## config.mk

```make
export PLATFORM = sky130hd
export DESIGN_NAME = div_unit
export DESIGN_NICKNAME = d
export VERILOG_FILES = /design/src/rtl/div_unit_pkg.sv /design/src/rtl/div_unit_step.sv /design/src/rtl/div_unit.sv
export SDC_FILE = /design/constraint.sdc
export NUM_CORES = 1
export LEC_CHECK = 0
export BUFFER_PORTS_ARGS = -buffer_cell sky130_fd_sc_hd__buf_4
export CAP_MARGIN = 25
export CORE_MARGIN = 2
export CORE_UTILIZATION = 45
export CTS_BUF_LIST = sky130_fd_sc_hd__clkbuf_8 sky130_fd_sc_hd__clkbuf_16
export DETAILED_ROUTE_END_ITERATION = 16
export GPL_TIMING_DRIVEN = 0
export PLACE_DENSITY_LB_ADDON = 0.25
export SLEW_MARGIN = 0
export SYNTH_ARGS = -nofsm -noshare
export SYNTH_HDL_FRONTEND = slang
export SYNTH_SLANG_ARGS = --single-unit
```

## constraint.sdc

```tcl
create_clock -name clk -period 5.7 [get_ports clk]
set_input_delay 0.855 -clock clk [delete_from_list [all_inputs] [get_ports clk]]
set_output_delay 0.855 -clock clk [all_outputs]
set_load 0.1 [all_outputs]
```

## src/rtl/div_unit_pkg.sv

```systemverilog
// Shared definitions for the iterative divider: state codes, start/ready
// levels and the double-width HI/LO result bus type.
package div_unit_pkg;

    // Divider FSM state codes.
    typedef enum logic [1:0] {
        DivFree   = 2'b00,
        DivByZero = 2'b01,
        DivOn     = 2'b10,
        DivEnd    = 2'b11
    } div_state_e;

    // Request and result-valid levels as seen by the EX stage.
    localparam logic DivStart          = 1'b1;
    localparam logic DivStop           = 1'b0;
    localparam logic DivResultReady    = 1'b1;
    localparam logic DivResultNotReady = 1'b0;

    // {hi, lo} bus written by MEM/WB.
    localparam int DoubleRegBusW = 64;
    typedef logic [DoubleRegBusW-1:0] double_reg_bus_t;

endpackage

```

## src/rtl/div_unit_step.sv

```systemverilog
// One restoring-division iteration: shift {rem, quo} left by one, try to
// subtract the divisor from the widened remainder, keep it if non-negative.
module div_unit_step #(
    parameter int DATA_W = 32
) (
    input  logic [2*DATA_W-1:0] rem_quo,
    input  logic [DATA_W-1:0]   divisor,
    output logic [2*DATA_W-1:0] rem_quo_next
);

    logic [2*DATA_W:0] shifted;
    logic [DATA_W:0]   trial;

    // The shifted remainder needs one extra bit, so the trial subtract is
    // DATA_W+1 wide; its MSB is the borrow that decides restore vs. keep.
    always_comb begin
        shifted = {rem_quo, 1'b0};
        trial   = shifted[2*DATA_W:DATA_W] - {1'b0, divisor};
        if (!trial[DATA_W]) begin
            rem_quo_next = {trial[DATA_W-1:0], shifted[DATA_W-1:1], 1'b1};
        end else begin
            rem_quo_next = shifted[2*DATA_W-1:0];
        end
    end

endmodule

```

## src/rtl/div_unit.sv

```systemverilog
// Iterative radix-2 restoring divider for DIV/DIVU in the EX stage.
// Result is {remainder, quotient}; ready_o stays high while start_i is held.
module div_unit
    import div_unit_pkg::*;
#(
    parameter int DATA_W = 32,
    parameter int CNT_W  = 6
) (
    input  logic                clk,
    input  logic                rst,
    input  logic                signed_div_i,
    input  logic [DATA_W-1:0]   opdata1_i,
    input  logic [DATA_W-1:0]   opdata2_i,
    input  logic                start_i,
    input  logic                annul_i,
    output logic [2*DATA_W-1:0] result_o,
    output logic                ready_o
);

    localparam logic [DATA_W-1:0] ZERO_W = '0;

    div_state_e          state_reg, state_next;
    logic [CNT_W-1:0]    cnt_reg, cnt_next;
    logic [2*DATA_W-1:0] work_reg, work_next;
    logic [DATA_W-1:0]   divisor_reg, divisor_next;
    logic                neg_quo_reg, neg_quo_next;
    logic                neg_rem_reg, neg_rem_next;
    logic [2*DATA_W-1:0] result_reg, result_next;
    logic                ready_reg, ready_next;

    logic [2*DATA_W-1:0] step_out;
    logic                sign1, sign2;
    logic [DATA_W-1:0]   abs1, abs2;
    logic [DATA_W-1:0]   quo_fixed, rem_fixed;

    div_unit_step #(.DATA_W(DATA_W)) u_step (
        .rem_quo      (work_reg),
        .divisor      (divisor_reg),
        .rem_quo_next (step_out)
    );

    // Operand magnitudes and final sign fix-up (wrapping mod 2^DATA_W).
    always_comb begin
        sign1     = signed_div_i & opdata1_i[DATA_W-1];
        sign2     = signed_div_i & opdata2_i[DATA_W-1];
        abs1      = sign1 ? (ZERO_W - opdata1_i) : opdata1_i;
        abs2      = sign2 ? (ZERO_W - opdata2_i) : opdata2_i;
        quo_fixed = neg_quo_reg ? (ZERO_W - work_reg[DATA_W-1:0]) : work_reg[DATA_W-1:0];
        rem_fixed = neg_rem_reg ? (ZERO_W - work_reg[2*DATA_W-1:DATA_W])
                                : work_reg[2*DATA_W-1:DATA_W];
    end

    // Next-state and next-output logic for the divider FSM.
    always_comb begin
        state_next   = state_reg;
        cnt_next     = cnt_reg;
        work_next    = work_reg;
        divisor_next = divisor_reg;
        neg_quo_next = neg_quo_reg;
        neg_rem_next = neg_rem_reg;
        result_next  = result_reg;
        ready_next   = ready_reg;
        case (state_reg)
            DivFree: begin
                result_next = '0;
                ready_next  = DivResultNotReady;
                if (start_i == DivStart && !annul_i) begin
                    work_next    = {ZERO_W, abs1};
                    divisor_next = abs2;
                    neg_quo_next = sign1 ^ sign2;
                    neg_rem_next = sign1;
                    cnt_next     = '0;
                    state_next   = (opdata2_i == ZERO_W) ? DivByZero : DivOn;
                end
            end
            DivByZero: begin
                // Architecturally undefined; fixed to all-zero here.
                result_next = '0;
                ready_next  = DivResultReady;
                state_next  = DivEnd;
            end
            DivOn: begin
                if (annul_i) begin
                    work_next  = '0;
                    cnt_next   = '0;
                    state_next = DivFree;
                end else if (cnt_reg < CNT_W'(DATA_W)) begin
                    work_next = step_out;
                    cnt_next  = cnt_reg + 1'b1;
                end else begin
                    result_next = {rem_fixed, quo_fixed};
                    ready_next  = DivResultReady;
                    state_next  = DivEnd;
                end
            end
            DivEnd: begin
                // annul_i is ignored: EX has already committed the result.
                if (start_i == DivStop) begin
                    result_next = '0;
                    ready_next  = DivResultNotReady;
                    state_next  = DivFree;
                end
            end
            default: begin
                state_next = DivFree;
            end
        endcase
    end

    // State, working and output registers; asynchronous active-low reset.
    always_ff @(posedge clk or negedge rst) begin
        if (!rst) begin
            state_reg   <= DivFree;
            cnt_reg     <= '0;
            work_reg    <= '0;
            divisor_reg <= '0;
            neg_quo_reg <= 1'b0;
            neg_rem_reg <= 1'b0;
            result_reg  <= '0;
            ready_reg   <= DivResultNotReady;
        end else begin
            state_reg   <= state_next;
            cnt_reg     <= cnt_next;
            work_reg    <= work_next;
            divisor_reg <= divisor_next;
            neg_quo_reg <= neg_quo_next;
            neg_rem_reg <= neg_rem_next;
            result_reg  <= result_next;
            ready_reg   <= ready_next;
        end
    end

    assign result_o = result_reg;
    assign ready_o  = ready_reg;

endmodule
```

==> flow_summary.ini <==
[global_route]
grt_max_degree = 95
antenna_found_initial = 0
grt-busiest-layer = met2
globalRouteMet1Util_pct = 36.72
first_global_vias = 9904
grt_pass1_wl_um = 52460
gr-usage-met2_pct = 38.15
gr-usage-all-layers_pct = 24.75
met3_usage_pct = 3.327
overflow = 0

[floorplan]
std_cell_rows = 58
start_util_pct = 45.62
fp.dieArea_um2 = 26670
die_x_um = 163.3
pin_count = 134
core_um2 = 25040
die_y_um = 163.3

[clock_tree]
hold_buffers = 0
cts_htree_levels = 4
cts_setup_buffers = 0
clock_latency_ns = 0.44
cts.sinks = 171
cts_buffer_depth = 2
post_cts_resize_count = 0
clockRootBuffer = clkbuf_16
cts-buffers-inserted = 17
cts_tree = done
path_clk_slew_ns = 0.07

[logic_synthesis]
syn_nets = 1481
async_flop_share_pct = 100.0
ys_seq_area_share_pct = 37.46
netlist_top_cells_area = dfrtp_1 (37%), nand2_1 (8.0%), xor2_1 (6.3%), xnor2_1 (5.1%), ha_1 (4.6%)
synth.largest_area_cell = dfrtp_1
synth_ff_type = dfrtp_1
ys_ff_latch = 171
synth_top_area_share_pct = 37.46
synth_edf_count = 0
synth_area_um2 = 11420
avgSynthCellArea_um2 = 8.343
ys_warn_count = 0
synthCells = 1369
synth.distinct_cells = 65

[setup_path]
r2r-start = work_reg[58]
path_max_fanout = 10
critical_path_class = reg2reg
end_kind = flop
cp.required_ns = 5.99
reg2reg_depth = 11
cp.arrival_ns = 4.19
crit_start = work_reg[58]
ff2ff_setup_slack_ns = 1.80
r2r-end = work_reg[48]
critPathLaunchType = flop

[power_and_ir_drop]
seqPwrFrac_pct = 30.0
leakagePower_uw = 0.006098
swShare_pct = 50.16
p_comb_share_pct = 51.2
intPower_uw = 3070
clock_power_share_pct = 18.8
ir_worst_vdd_uv = 382.6
netSwitchingPower_uw = 3090
pwr_density_cell_nw_per_um2 = 457.2

[timing]
final_hold_viol_count = 0
hold_ws_ns = 0.3758
setup_viol = 0
max_freq_ghz = 0.2566
max_slew.worst_pin.slew_ns = 0.9785
fin_crit_sh_pct = 68.38
fin_worst_skew_ns = 0.01583
fin_crit_ns = 3.898
rsz0062_at_grt = no
slew_violations = 0
setup_tns_ns = 0
max_slew_margin_pct = 33.92

[routing]
drt_iter0_markers = 882
routedWlPerCell_um = 17.36
dr.pass1.iters = 5
via_per_inst = 5.623
vias = 10487
drt_wl_total_um = 32370
antenna_left = 0
drc = 0

[job]
drv_cap = 0

[place]
dp.cells = 1833
dpl.hpwl_um = 25560
io_buffer_count = 133
gp_congestion = 0.8951

[cells_and_area]
final_cells = 1865
num-nets-final = 1634
drive_above_1_share_pct = 12.25
diodes = 0
syn2layout_area_growth_pct = 17.94
fillers = 2357

[min_path]
hp-class = in2async

[status]
outcome = completed
## power groups by stage
stage               clock, uW  sequential (uW)  combinational (uW)
floorplan                   0             2300                1800
global placement            0             1840                3100
detailed placement          0             1860                3130
CTS                      1180             1840                3140
global route             1230             1890                3480
finish                   1160             1850                3150
## critical path, stage by stage, from the launching register on
cell	delay, ns
dfrtp_1	0.64
ha_1	0.32
clkbuf_1	0.19
a21oi_1	0.35
o21ai_1	0.18
or3_1	0.40
o21a_1	0.21
mux2_2	0.36
or2_1	0.13
clkbuf_1	0.36
clkbuf_1	0.43
o211ai_1	0.20
## per-layer routing
| layer | routed length (um) | up-vias |
|---|---|---|
| met5 | 0 | - |
| met4 | 481 | 0 |
| met3 | 2029 | 32 |
| met2 | 14200 | 315 |
| met1 | 15660 | 4940 |
| li1 | - | 5200 |
## layout by cell type (no fill, tap or decap), drive strengths merged, types with 6 or more instances in the layout
cell    Yosys  routed
o211ai     29      29
xnor2      66      66
nor4        9       9
xor2       82      82
nand3      18      18
o41ai      15      15
ha         42      42
nor2b       7       7
buf         8     142
or4        20      20
o31ai      49      49
or3        15      15
nand2b     10      10
a21oi      54      54
and3       11      11
nand2     242     242
dfrtp     171     171
a31oi       8       8
a22oi      22      22
a21o       16      16
nor3       32      32
o21bai      7       7
clkinv      0       8
o21ai     173     173
nor2       70      70
clkbuf     64      81
a221o      17      17
or2         6       6
inv        56      62
o22ai       7       7
## logic make-up (layout without fill, tap and decap cells)
group	count (synthesis)	after routing	share of synthesized area (%)
and+or+nand+nor	450	450	17.93
AOI/OAI and AO/OA	423	423	23.74
DFF	171	171	37.46
xor gates and xnor gates	148	148	11.35
buffers and inverters	128	294	4.206
adders and majority gates	43	43	4.776
muxes	6	6	0.5368
## cells in the mapped netlist (10+ instances only)
| master | count |
|---|---|
| ha_1 | 42 |
| clkbuf_1 | 64 |
| inv_1 | 54 |
| nor3_1 | 31 |
| dfrtp_1 | 171 |
| o41ai_1 | 13 |
| o21ai_0 | 95 |
| xnor2_1 | 66 |
| nand3_1 | 17 |
| o21ai_1 | 78 |
| a21oi_1 | 54 |
| o211ai_1 | 29 |
| a22oi_1 | 22 |
| or3_1 | 14 |
| a221o_1 | 17 |
| nor2_1 | 69 |
| a21o_1 | 16 |
| and3_1 | 11 |
| o31ai_1 | 47 |
| xor2_1 | 82 |
| or4_1 | 15 |
| nand2b_1 | 10 |
| nand2_1 | 242 |
## worst max-delay path by stage
stage | endpoint | slack, ns | cells after the start
2_1_floorplan | work_reg[40] | 2.41 | 13
3_3_place_gp | work_reg[50] | 1.85 | 14
3_5_place_dp | divisor_reg[30] | 1.79 | 10
4_1_cts | work_reg[50] | 1.82 | 13
5_1_grt | work_reg[50] | 1.55 | 14
6_report | work_reg[48] | 1.80 | 11
## through the flow
stage	power, uW	instance area [um^2]	utilization (%)	worst slack, ns
after global placement	4940	12830	51.26	1.846
after detailed placement	4992	12870	51.40	1.785
after floorplan	4096	11420	-	2.407
after global routing	6596	13470	53.81	1.552
final	6160	13470	53.81	1.802
after CTS	6158	13470	53.81	1.824
## final cells by class
class	instances	area [um^2]	share of cell area [%]
multi-input cells	1070	6663	49.46
plain buffers	72	270.3	2.006
well taps	330	412.9	3.065
clock buffers	17	425.4	3.158
inverters	56	210.2	1.560
repair buffers	134	1033	7.672
flip-flops and latches	171	4279	31.76
clock inverters	15	177.7	1.319
Power figures use the tool's default switching activity.
